## src/rtl/issue_unit.sv

```systemverilog
// rtl/issue_unit.sv - issue scheduler arbitrating four issue queues onto one CDB
//
// Purpose: each cycle grants read enables to ready issue-queue heads so that at
// most one result reaches the common data bus per cycle, and the non-pipelined
// divider never holds two operations at once.
//
// Ports:
//   clk, reset                      clock, synchronous active-high reset
//   iq_{int,ls,mul,div}_rdy         queue head ready
//   cdb_flush                       misprediction flush, suppresses all grants
//   iu_{int,ls,mul,div}_r_en        combinational grants (queue pops at next edge)
//   iu_div_busy                     divider still working on an earlier divide
//   iu_cdb_res[k-1]                 CDB already claimed k cycles from now

module issue_unit #(
  parameter int MUL_LAT = 4,
  parameter int DIV_LAT = 7,
  parameter int RES_W   = DIV_LAT
) (
  input  logic             clk,
  input  logic             reset,
  input  logic             iq_int_rdy,
  input  logic             iq_ls_rdy,
  input  logic             iq_mul_rdy,
  input  logic             iq_div_rdy,
  input  logic             cdb_flush,
  output logic             iu_int_r_en,
  output logic             iu_ls_r_en,
  output logic             iu_mul_r_en,
  output logic             iu_div_r_en,
  output logic             iu_div_busy,
  output logic [RES_W-1:0] iu_cdb_res
);

  localparam int CNT_W = $clog2(DIV_LAT);

  // res[k] = CDB slot k cycles from now is already claimed.
  logic [RES_W:1]   res, res_n;
  logic [CNT_W-1:0] div_cnt, div_cnt_n;
  logic             lru, lru_n;

  logic issue_en;
  logic int_ok, ls_ok, mul_ok, div_ok;
  logic gnt_int, gnt_ls, gnt_mul, gnt_div;

  always_comb begin
    issue_en = !reset && !cdb_flush;

    int_ok = issue_en && iq_int_rdy && !res[1];
    ls_ok  = issue_en && iq_ls_rdy  && !res[1];
    mul_ok = issue_en && iq_mul_rdy && !res[MUL_LAT];
    div_ok = issue_en && iq_div_rdy && !res[DIV_LAT] && (div_cnt == '0);

    // int and ls share the latency-1 slot; lru breaks the tie.
    gnt_int = int_ok && (!ls_ok || !lru);
    gnt_ls  = ls_ok  && (!int_ok || lru);
    gnt_mul = mul_ok;
    gnt_div = div_ok;

    // A grant now lands L cycles away; after the shift that slot is L-1 away.
    // Latency-1 results land on the very next cycle and need no reservation.
    res_n = {1'b0, res[RES_W:2]};
    if (gnt_mul) res_n[MUL_LAT-1] = 1'b1;
    if (gnt_div) res_n[DIV_LAT-1] = 1'b1;

    div_cnt_n = div_cnt;
    if (gnt_div)               div_cnt_n = CNT_W'(DIV_LAT - 1);
    else if (div_cnt != '0)    div_cnt_n = div_cnt - 1'b1;

    lru_n = lru;
    if (gnt_int)     lru_n = 1'b1;
    else if (gnt_ls) lru_n = 1'b0;
  end

  always_ff @(posedge clk) begin
    if (reset) begin
      res     <= '0;
      div_cnt <= '0;
      lru     <= 1'b0;
    end else begin
      res     <= res_n;
      div_cnt <= div_cnt_n;
      lru     <= lru_n;
    end
  end

  assign iu_int_r_en = gnt_int;
  assign iu_ls_r_en  = gnt_ls;
  assign iu_mul_r_en = gnt_mul;
  assign iu_div_r_en = gnt_div;
  assign iu_div_busy = !reset && (div_cnt != '0);
  assign iu_cdb_res  = reset ? '0 : res;

endmodule

```

## config.mk

```make
export PLATFORM = sky130hd
export DESIGN_NAME = issue_unit
export DESIGN_NICKNAME = d
export VERILOG_FILES = /design/src/rtl/issue_unit.sv
export SDC_FILE = /design/constraint.sdc
export NUM_CORES = 1
export LEC_CHECK = 0
export CORE_MARGIN = 2
export CORE_UTILIZATION = 35
export CTS_CLUSTER_DIAMETER = 50
export CTS_CLUSTER_SIZE = 20
export DETAILED_ROUTE_END_ITERATION = 16
export HOLD_SLACK_MARGIN = 0.15
export PLACE_DENSITY = 0.78
export SYNTH_ARGS = -nofsm -noshare
export SYNTH_HDL_FRONTEND = slang
export SYNTH_SLANG_ARGS = --single-unit
```

## constraint.sdc

```tcl
create_clock -name clk -period 2.4 [get_ports clk]
set_input_delay 0.48 -clock clk [delete_from_list [all_inputs] [get_ports clk]]
set_output_delay 0.48 -clock clk [all_outputs]
set_load 0.005 [all_outputs]
```

Word-level counts from Yosys, hierarchy flattened:

Index checks and enable logic that the tools add are counted.

* flip-flop bits (word level): 11
* output and inout port bits: 12
* input bits: 7
* logic and storage cells: 41

* muxes and demuxes: 7
* add/sub/neg operators: 1
* reductions and logical operators: 28

Operators by type and width (count)
* $logic_and 1x1->1: 13
* $logic_not 1->1: 8
* $mux 7: 1
* $mux 3: 2
* $mux 1: 4
* $reduce_bool 2->1: 2
* $logic_not 3->1: 1
* $reduce_bool 3->1: 1
* $sub 3x1->3 const B: 1
* $logic_or 1x1->1: 2
* $reduce_or 2->1: 1

Longest topological paths before layout:

Gate-level depths: netlist of the first run.

* depth in word-level cells: 9
* mapped depth: 5

Worst setup path before layout of the first run:

OpenSTA, ideal clock, no wires.

* path kind: input-to-output
* from: input port reset
* to: output port iu_mul_r_en
* slack: 958 ps
* arrival time: 962 ps
* stages on the path: 2
* buffers on the path: 1
* cell sequence: buf_2 -> nor4b_1

* cells in the longest elaborated chain, start to end: 4

RTL lines
* start: declaration: RTL line 21 `input logic reset,`
* $logic_not 1->1: RTL line 47 `issue_en = !reset && !cdb_flush;`
* $logic_and 1x1->1: RTL line 47
* $logic_and 1x1->1 (2 in series): RTL line 51 `mul_ok = issue_en && iq_mul_rdy && !res[MUL_LAT];`
* end: declaration: RTL line 29 `output logic iu_mul_r_en,`

Every way passes these cells.

Worst setup path after layout of the first run:

* from: input port cdb_flush
* to: output port iu_div_r_en

* cells in the longest elaborated chain, start to end: 5

RTL lines
* start: declaration: RTL line 26 `input logic cdb_flush,`
* $logic_not 1->1: RTL line 47
* $logic_and 1x1->1: RTL line 47
* $logic_and 1x1->1 (3 in series): RTL line 52 `div_ok = issue_en && iq_div_rdy && !res[DIV_LAT] && (div_cnt == '0);`
* end: declaration: RTL line 30 `output logic iu_div_r_en,`

Every way passes these cells.

==> results of run 1 <==
==> report_power, final <==
part,switching (W),internal [W],total (W)
Sequential,0.0000180,0.000198,0.000216
Combinational,0.000106,0.000119,0.000226
Clock,0.0000550,0.0000578,0.000113
Total,0.000179,0.000375,0.000554
==> cell type report <==
type,count,area [µm²]
multi-input cells,38,256
repair buffers,21,203
inverters,4,15.0
flip-flops and latches,10,200
well taps,15,18.8
clock buffers,3,22.5
fillers,138,586
==> layout by cell type, fill, tap and decap left out <==
| master | instances |
|---|---|
| sky130_fd_sc_hd__and2b_1 | 3 |
| sky130_fd_sc_hd__inv_1 | 4 |
| sky130_fd_sc_hd__clkdlybuf4s50_1 | 16 |
| sky130_fd_sc_hd__clkbuf_4 | 3 |
| sky130_fd_sc_hd__nand3_1 | 1 |
| sky130_fd_sc_hd__ha_1 | 2 |
| sky130_fd_sc_hd__a31oi_1 | 1 |
| sky130_fd_sc_hd__buf_4 | 4 |
| sky130_fd_sc_hd__nor2b_1 | 7 |
| sky130_fd_sc_hd__a21oi_1 | 5 |
| sky130_fd_sc_hd__a311oi_1 | 1 |
| sky130_fd_sc_hd__and4b_1 | 1 |
| sky130_fd_sc_hd__o21ai_0 | 1 |
| sky130_fd_sc_hd__nor2_2 | 1 |
| sky130_fd_sc_hd__nand2_1 | 2 |
| sky130_fd_sc_hd__nor2_1 | 3 |
| sky130_fd_sc_hd__and2b_2 | 1 |
| sky130_fd_sc_hd__nand2b_4 | 2 |
| sky130_fd_sc_hd__dlymetal6s2s_1 | 1 |
| sky130_fd_sc_hd__dfxtp_1 | 10 |
| sky130_fd_sc_hd__conb_1 | 1 |
| sky130_fd_sc_hd__nor4b_1 | 1 |
| sky130_fd_sc_hd__nor3_1 | 2 |
| sky130_fd_sc_hd__nor4_1 | 1 |
| sky130_fd_sc_hd__a21o_1 | 1 |
| sky130_fd_sc_hd__o21a_1 | 1 |
==> metrics by stage <==
step           hold WS [ps]  instance area, µm²  std cells  utilization [%]
3_5_place_dp            443                 691         88             53.1
3_3_place_gp            443                 691         88             53.1
5_1_grt                 485                 716         91             55.0
2_1_floorplan           426                 488         55                -
4_1_cts                 465                 713         91             54.8
6_report                461                 716         91             55.0
==> state kept, by name, indices dropped and copies added, names as in the netlist <==
name	cells
div_cnt	3
lru	1
res	6
==> metal layers <==
| layer | up-vias | wire (µm) |
|---|---|---|
| li1 | 222 | - |
| met2 | 10 | 478 |
| met4 | 0 | 10 |
| met1 | 198 | 476 |
| met5 | - | 0 |
| met3 | 2 | 42 |
==> critical path: cells and delay by family <==
kind	cells	cell delay (ps)
simple gates	2	340
buf+inv	2	1030
==> repair_timing <==
item	in CTS	in global routing
setup endpoints to repair	0	1
hold endpoints to repair	0	0
buffers inserted	0	0
gates resized for setup	0	1
==> cells by family (layout without fill, tap and decap cells) <==
kind of cell | count (synthesis) | count (layout) | share of synthesized area (%)
AO/OA/AOI/OAI | 10 | 10 | 12.3
adder cells (fa/ha/maj) | 2 | 2 | 5.13
buffers and inverters | 7 | 28 | 6.41
flip-flops | 10 | 10 | 41.0
other | 1 | 1 | 0.768
AND/OR/NAND/NOR | 25 | 25 | 34.4
==> worst paths after layout <==
path	startpoint	to	slack, ps	cells after the start
max reg2reg	div_cnt[0]	div_cnt[0]	1230	5
max	cdb_flush	iu_div_r_en	60	4
min	res[2]	res[1]	460	1
min reg2reg	res[2]	res[1]	460	1
==> metrics.json, run 1 <==
{
  "run_status": {"value": "complete, no violations"},
  "critical_path.cell_chain": {"value": "clkdlybuf4s50_1 -> nand2b_4 -> nor3_1 -> clkdlybuf4s50_1"},
  "die_h": {"value": 41.3, "unit": "µm"},
  "power.leakage": {"value": 0.315, "unit": "nW"},
  "area_growth": {"value": 46.7, "unit": "%"},
  "clk_pin_slew": {"value": 60, "unit": "ps"},
  "final_hold_viol_count": {"value": 0},
  "vdd.ir_drop.worst": {"value": 310, "unit": "µV"},
  "timing.critical_path.from_type": {"value": "input pin"},
  "antenna-diode-count": {"value": 0},
  "globalRoute.totalOverflow": {"value": 0},
  "cap_violations": {"value": 0},
  "detail_route.wl_per_cell": {"value": 11.1, "unit": "µm"},
  "die_area": {"value": 1710, "unit": "µm²"},
  "pin_count": {"value": 19},
  "cts_max_level": {"value": 1},
  "globalRouteTotalUtil": {"value": 15.2, "unit": "%"},
  "synth_top_cells_by_area": {"value": "sky130_fd_sc_hd__dfxtp_1 41%, sky130_fd_sc_hd__nor2b_1 9.0%, sky130_fd_sc_hd__nand2b_4 5.6%"},
  "wirelength": {"value": 1010, "unit": "µm"},
  "fraction_of_layout_cells_with_a_size_suffix_above_1": {"value": 14.5, "unit": "%"},
  "drv_slew": {"value": 0},
  "grtUsageMet2": {"value": 25.4, "unit": "%"},
  "worst_slack": {"value": 60.7, "unit": "ps"},
  "worstHoldPathType": {"value": "flip-flop to flip-flop"},
  "start_util": {"value": 37.5, "unit": "%"},
  "remaining_drc_errors": {"value": 0},
  "yosysUniqueCellTypes": {"value": 25},
  "timing.critical_path.to_type": {"value": "output port"},
  "warning_count_from_the_yosys_run": {"value": 0},
  "final_net_count": {"value": 87},
  "synth_top_area_share": {"value": 41.0, "unit": "%"},
  "slowest_delay": {"value": 530, "unit": "ps"},
  "drtAntennaViolNets": {"value": 0},
  "clock_skew": {"value": 1.06, "unit": "ps"},
  "numCtsBuffers": {"value": 3},
  "synth.most_common_cell": {"value": "sky130_fd_sc_hd__dfxtp_1"},
  "rsz_0062_raised_after_global_routing": {"value": "false"},
  "detailed_place_hpwl": {"value": 757, "unit": "µm"},
  "cts_tree": {"value": "yes"},
  "cts.root.buffer_cell": {"value": "sky130_fd_sc_hd__clkbuf_4"},
  "max_freq": {"value": 427, "unit": "MHz"},
  "detailedRoute.firstPassIterationCount": {"value": 3},
  "synth_enable_flop_cells": {"value": 0},
  "postSynthNetCount": {"value": 64},
  "holdBufCountCts": {"value": 0},
  "die_w": {"value": 41.3, "unit": "µm"},
  "cts.sink_count": {"value": 10},
  "clock_insertion_delay_worst_skew": {"value": 260, "unit": "ps"},
  "synth_area_leader_cell": {"value": "sky130_fd_sc_hd__dfxtp_1"},
  "route.vias.total": {"value": 432},
  "count_of_input_and_output_buffers": {"value": 17},
  "synth_common_cells": {"value": "10 x sky130_fd_sc_hd__dfxtp_1, 7 x sky130_fd_sc_hd__nor2b_1, 5 x sky130_fd_sc_hd__a21oi_1"},
  "fin_crit_sh": {"value": 97.5, "unit": "%"},
  "crit_required": {"value": 1920, "unit": "ps"},
  "avgViaCountPerCell": {"value": 4.75},
  "timing.critical_path.arrival": {"value": 1860, "unit": "ps"},
  "grt_start_max_net_pins": {"value": 8},
  "grt_pass1_wl": {"value": 1630, "unit": "µm"},
  "groute.layer.met3.usage": {"value": 3.19, "unit": "%"},
  "critical_path.most_common_cell": {"value": "sky130_fd_sc_hd__clkdlybuf4s50_1"},
  "async_flop_share": {"value": 0, "unit": "%"},
  "total_core_area": {"value": 1300, "unit": "µm²"},
  "synth.yosys.seq_area_share": {"value": 41.0, "unit": "%"},
  "power": {"value": 0.000554, "unit": "W"},
  "dp_worst_setup_slack": {"value": 44.1, "unit": "ps"},
  "synthesis.area": {"value": 488, "unit": "µm²"},
  "p_per_area": {"value": 775, "unit": "nW/µm²"},
  "globalRoute.busiestLayer": {"value": "met2"},
  "globalplace.congestion": {"value": 0.685},
  "clockBufferDepth": {"value": 2},
  "crit_fanout": {"value": 5},
  "slowest_stage": {"value": "sky130_fd_sc_hd__clkdlybuf4s50_1"},
  "period_minus_slack": {"value": 2340, "unit": "ps"},
  "cells_after_synth": {"value": 55},
  "detailedRoute.firstIterationViolations": {"value": 2},
  "ys_ff_latch": {"value": 10},
  "worst-setup-path-type": {"value": "input pin to output port"},
  "met1_usage": {"value": 17.4, "unit": "%"},
  "core.rowCount": {"value": 13},
  "number_of_antenna_violations_at_the_first_check_in_global_routing": {"value": 0},
  "number_of_setup_violations_in_the_final_report": {"value": 0},
  "ys_dominant_reg_cell": {"value": "sky130_fd_sc_hd__dfxtp_1"},
  "syn_area_per_cell": {"value": 8.87, "unit": "µm²"},
  "totalNegativeSetupSlack": {"value": 0, "unit": "ps"},
  "vias_in_the_first_global_route": {"value": 405}
}
(Power assumes the default switching activity.)
==> run 2, diff against run 1 <==
--- a/config.mk
+++ b/config.mk
@@ -10,7 +10,7 @@
 export CTS_CLUSTER_DIAMETER = 50
 export CTS_CLUSTER_SIZE = 20
 export DETAILED_ROUTE_END_ITERATION = 16
-export HOLD_SLACK_MARGIN = 0.15
+export HOLD_SLACK_MARGIN = 0.05
 export PLACE_DENSITY = 0.78
 export SYNTH_ARGS = -nofsm -noshare
 export SYNTH_HDL_FRONTEND = slang
==> results of run 2 <==
Same layout as run 1: the final DEF is identical, and so are final timing and power.
==> edit 1: new RTL, config.mk and constraints of run 2 <==
`DIV_LAT`: 7 -> 8.
--- a/src/rtl/issue_unit.sv
+++ b/src/rtl/issue_unit.sv
@@ -14,7 +14,7 @@
 
 module issue_unit #(
   parameter int MUL_LAT = 4,
-  parameter int DIV_LAT = 7,
+  parameter int DIV_LAT = 8,
   parameter int RES_W   = DIV_LAT
 ) (
   input  logic             clk,
Ports: changed (resized iu_cdb_res); port bits go from 19 to 20. The function was not compared with the original's and may differ.
==> edit 1 against run 2 <==
- die area is 8.1% higher
- power is 0.93% lower
- cell area up 9.1%
- routed wire length is 10% higher
- clock power is 11% higher
- sequential cell count up 1
- worst setup slack better by 0.11 ns
- area after synthesis up 9.0%
- via count is 7.4% higher
- largest cell class unchanged
- highest routed layer unchanged
==> edit 1: results (changes against run 2) <==
| Metric | Value |
|---|---|
| Gr usage total | `14.4% (-0.77 points)` |
| Initial antenna violation count | `0 (unchanged)` |
| GPL Wtd Cong | `0.708 (+3.3%)` |
| Wire length per cell | `11.2 µm (+1.3%)` |
| Final critical-path share of the clock period | `92.9% (-4.6 points)` |
| Switching pwr | `171 µW (-4.5%)` |
| Nets@finish | `93 (+6.9%)` |
| Clock skew | `0.00903 ns (+0.00798 ns)` |
| Layout cell share with drive strength beyond 1 | `14.5% (-0.016 points)` |
| CTS Buf Count | `3 (unchanged)` |
| CTS H-Tree Depth | `1 (unchanged)` |
| Outcome | `complete, no violations` |
| Sequential element share of the synthesized area | `41.4% (+0.39 points)` |
| Port Buffer Count | `18 (+1)` |
| CP top delay family | `buffers and inverters` |
| N_diodes | `0 (unchanged)` |
| Clock root cell | `clkbuf_4` |
| Placed Area | `751 µm² (+8.7%)` |
| Max FO, Critical Path | `4 (-1)` |
| Slowest Stage Delay on Critical Path | `0.53 ns (about the same)` |
| Reg clk slew, reported paths | `0.07 ns` |
| Syn_nets | `68 (+6.3%)` |
| 1st-iter DRT viols | `1 (-1)` |
| Number of global-route vias before repair | `471 (+16%)` |
| First-pass GRT wire length | `1.95 mm (+20%)` |
| Leakage | `0.362 nW (+15%)` |
| Final HPWL DP | `849 µm (+12%)` |
| Routed via count | `464 (+7.4%)` |
| Yosys warns | `0 (unchanged)` |
| Post-synth cell types | `23 (-8.0%)` |
| Synth cell count leaders | `dfxtp_1 (11), nor2b_1 (7), and2b_1 (6)` |
| Pre-CTS setup slack | `-0.00115 ns (-0.0453 ns)` |
| DRT Pass-1 Iters | `2 (-1)` |
| Maximum vdd drop | `0.309 mV (-0.42%)` |
| Largest regs | `res (7), div_cnt (3), lru (1)` |
| Clock insertion delay at the later pin of the skew report | `0.27 ns` |
| Largest cells by area after synthesis | `dfxtp_1 (41%), and2b_1 (8.5%), nor2b_1 (8.2%), a21oi_1 (4.7%), ha_1 (4.7%)` |
| CTS Buffer Depth | `2 (unchanged)` |
| HP Class | `flop to flop` |
| Post-CTS Setup Bufs | `0 (unchanged)` |
| Largest net degree at the start of global routing | `10 (+2)` |
-- edit 1: changes by cell type after synthesis, sizes merged --
cell / before / now
a31oi: 1 / 0
o21a: 1 / 2
dfxtp: 10 / 11
nand3: 1 / 0
a211oi: 0 / 1
a21o: 1 / 0
nor3: 2 / 3
and2b: 4 / 7
-- edit 1: logic make-up after synthesis --
| group | after synthesis | share of synthesized area, % |
|---|---|---|
| AO/OA/AOI/OAI | 10 | 12.5 |
| adder cells (fa/ha/maj) | 2 | 4.71 |
| buffers and inverters | 7 | 6.35 |
| flip-flops | 11 | 41.4 |
| AND/OR/NAND/NOR | 28 | 34.4 |
| other | 1 | 0.705 |
-- edit 1: what timing repair did --
action                     in CTS  in global routing
hold buffers                    0                  0
setup endpoints to repair       1                  4
gates resized for setup         1                  2
pin swaps                       0                  1
hold endpoints to repair        0                  0
-- edit 1: per-stage QoR --
stage,hold slack (ns),TNS [ns],util [%],instances,total power [mW]
6_report,0.466,0,53.1,99,0.549
5_1_grt,0.480,0,53.1,99,0.593
4_1_cts,0.471,0,52.7,99,0.557
3_5_place_dp,0.453,-0.00115,51.0,95,0.431
3_3_place_gp,0.435,-0.0300,51.0,95,0.426
2_1_floorplan,0.427,0,-,59,0.366
-- edit 1: worst paths after layout --
kind / startpoint / to / slack [ns] / cells after the start
max reg2reg: div_cnt[0] / div_cnt[1] / 1.26 / 5
min reg2reg: res[2] / res[1] / 0.47 / 1
max: iq_div_rdy / iu_div_r_en / 0.17 / 4
min: res[2] / res[1] / 0.47 / 1
-- edit 1: power groups by stage --
stage          registers, mW  logic [mW]  clock network, mW
4_1_cts                0.230       0.197              0.130
2_1_floorplan          0.230       0.136                  0
5_1_grt                0.232       0.222              0.138
6_report               0.230       0.194              0.125
3_3_place_gp           0.233       0.193                  0
3_5_place_dp           0.234       0.197                  0
-- edit 1: worst register-to-register path: stages (launching register included) --
cell      delay [ns]
dfxtp_1         0.32
inv_1           0.08
ha_1            0.20
nand2b_1        0.13
nor3_1          0.24
a211oi_2        0.07
-- edit 1: layout make-up --
class,instances,area [µm²]
Timing Repair Buffer,23,221
Clock buffer,4,26.3
Multi-Input combinational cell,41,278
Inverter,4,15.0
Sequential cell,11,220
Fill cell,145,691
Tap cell,16,20.0
-- edit 1: metal layers --
metal  GRT usage (%)  vias up  wire [µm]
met3            2.98        2         61
li1                -      240          -
met4            10.9        0         11
met1            18.8      209        562
met2            20.6       13        475
met5               0        -          0
==> edit 2: new RTL, config.mk and constraints of run 2 <==
Made on the original files. Reset style: asynchronous (`reset`), changed in one clocked block. Comments in the files are not updated.
--- a/src/rtl/issue_unit.sv
+++ b/src/rtl/issue_unit.sv
@@ -72,7 +72,7 @@
     else if (gnt_ls) lru_n = 1'b0;
   end
 
-  always_ff @(posedge clk) begin
+  always_ff @(posedge clk or posedge reset) begin
     if (reset) begin
       res     <= '0;
       div_cnt <= '0;
Check against the original RTL: no difference found for any inputs over 10 cycles, from zero or initial values and one cycle with reset high; that may be too few to reach the edited logic, so the function may still have changed.
==> edit 2 against run 2 <==
- cell area rose by 2.4%
- power rose by 1.2%
- area after synthesis fell by 2.1%
- combinational power fell by 22%
- routed wire length fell by 2.6%
- core utilization rose by 2.1 points
- die area fell by 1.9%
- sequential power rose by 8%
- sequential cell count did not move
- count of clock-buffer cells in the layout rose by 1
- maximum frequency rose by 1.9%
- worst setup slack improved by 0.043 ns
==> edit 2: results (changes against run 2) <==
| Metric | Value |
|---|---|
| Layout cell share with drive strength beyond 1 | `18.1% (+3.6 points)` |
| DRT Pass-1 Iters | `4 (+1)` |
| Maximum vdd drop | `0.352 mV (+14%)` |
| Sequential element share of the synthesized area | `52.4% (+11 points)` |
| Syn_nets | `57 (-11%)` |
| Port Buffer Count | `17 (unchanged)` |
| Largest regs | `res (6), div_cnt (3), lru (1)` |
| Largest net degree at the start of global routing | `11 (+3)` |
| Non-Filler Instances | `87 (-4.4%)` |
| Worst hold start | `res[5]` |
| Nets@finish | `82 (-5.7%)` |
| CP arrival | `1.82 ns (-0.04 ns)` |
| Yosys warns | `0 (unchanged)` |
| Leakage | `0.376 nW (+19%)` |
| Syn Inst Count | `48 (-13%)` |
| Compound-Gate Fraction of Synth Area | `5.24% (-7.1 points)` |
| GPL Wtd Cong | `0.748 (+9.2%)` |
| Final min period | `2.30 ns (-0.0434 ns)` |
| Largest cells by area after synthesis | `dfrtp_1 (52%), nor2b_1 (9.2%), ha_1 (5.2%), nor2_1 (4.7%), a21oi_1 (4.2%)` |
| Reg2reg end | `div_cnt[1]` |
| 1st-iter DRT viols | `1 (-1)` |
| Ys async rst share | `100% (+100 points)` |
| Worst setup endpoint | `iu_mul_r_en` |
| Placed Area | `689 µm² (-0.18%)` |
| Initial antenna violation count | `0 (unchanged)` |
| Critical path launch point | `cdb_flush` |
| First-pass GRT wire length | `1.44 mm (-12%)` |
| Reg2reg setup slack | `1.18 ns (-0.05 ns)` |
| Outcome | `complete, no violations` |
| Post-CTS Setup Bufs | `0 (unchanged)` |
| Pre-CTS setup slack | `-0.111 ns (-0.156 ns)` |
| GRT overflow | `0 (unchanged)` |
| Vias/cell | `4.37 (-8.0%)` |
| Mux cell area share after synthesis | `4.19% (+4.2 points)` |
| Reg clk slew, reported paths | `0.07 ns` |
| Placed Cells | `83 (-5.7%)` |
| Synth Area in Adders | `5.24% (+0.11 points)` |
| Number of global-route vias before repair | `369 (-8.9%)` |
| CTS Buffer Depth | `2 (unchanged)` |
| Xor-xnor portion of the synthesized cell area | `0% (unchanged)` |
| Worst reg2reg startpoint | `div_cnt[0]` |
| Gr usage total | `14.2% (-0.98 points)` |
| Post-synth cell types | `16 (-36%)` |
| Slowest Stage Delay on Critical Path | `0.50 ns (-0.03 ns)` |
| Fillers | `132 (-4.3%)` |
| Synth cell count leaders | `dfrtp_1 (10), nor2b_1 (7), nor2_1 (6)` |
| HP Class | `flop to flop` |
| Crit-path slowest cell | `clkdlybuf4s50_1` |
| Clock skew | `0.00681 ns (+0.00575 ns)` |
| Clock insertion delay at the later pin of the skew report | `0.26 ns (about the same)` |
| Wire length per cell | `11.3 µm (+1.9%)` |
| CTS H-Tree Depth | `1 (unchanged)` |
| Max FO, Critical Path | `2 (-3)` |
| Clock root cell | `clkbuf_4` |
| Final HPWL DP | `722 µm (-4.5%)` |
| N_diodes | `0 (unchanged)` |
==> edit 2: cell types whose count changed in the layout (fill, tap and decap cells not counted), sizes merged, moves of 2 or more <==
cell           delta
nand2             +2
nor2              +2
and2b             -4
clkdlybuf4s50     -3
dlygate4sd2       +3
dfrtp            +10
dfxtp            -10
mux2i             +2
==> edit 2: cells by family (layout without fill, tap and decap cells) <==
logic type / after synthesis / in the layout
AOI/OAI and AO/OA: 5 / 5
adders and majority gates: 2 / 2
muxes: 2 / 2
DFF: 10 / 10
and+or+nand+nor: 22 / 22
other: 1 / 1
buffers and inverters: 6 / 30
==> edit 2: power by group <==
| group | total (mW) | switching (mW) | internal, mW |
|---|---|---|---|
| Clock | 0.151 | 0.0591 | 0.0921 |
| Sequential | 0.233 | 0.0242 | 0.209 |
| Combinational | 0.177 | 0.0854 | 0.0916 |
==> edit 2: area by class of cell <==
type | instances | area [µm²] | share of cell area, %
clock buffers | 4 | 36.3 | 4.95
inverters | 4 | 15.0 | 2.05
multi-input cells | 32 | 206 | 28.2
flip-flops and latches | 10 | 250 | 34.1
well taps | 15 | 18.8 | 2.56
repair buffers | 22 | 206 | 28.2
==> edit 2: how the worst min path moves through the flow <==
stage	end	slack (ns)	depth (start not counted)
floorplan	res[1]	0.35	0
global placement	res[4]	0.36	0
detailed placement	res[4]	0.36	0
CTS	res[4]	0.37	0
global route	res[4]	0.39	0
finish	res[4]	0.37	0
==> edit 2: layer usage <==
metal / routed length, µm / track usage (%) / share of wire [%]
met5: 0 / 0 / 0
met4: 8 / 10.0 / 0.81
met3: 81 / 3.26 / 8.2
met2: 490 / 25.8 / 50
met1: 401 / 13.8 / 41
==> edit 2: repair_timing <==
item | CTS | global route
hold endpoints to repair | 0 | 0
endpoints found under the setup margin | 2 | 1
pin swaps | 0 | 0
gates resized for setup | 5 | 1
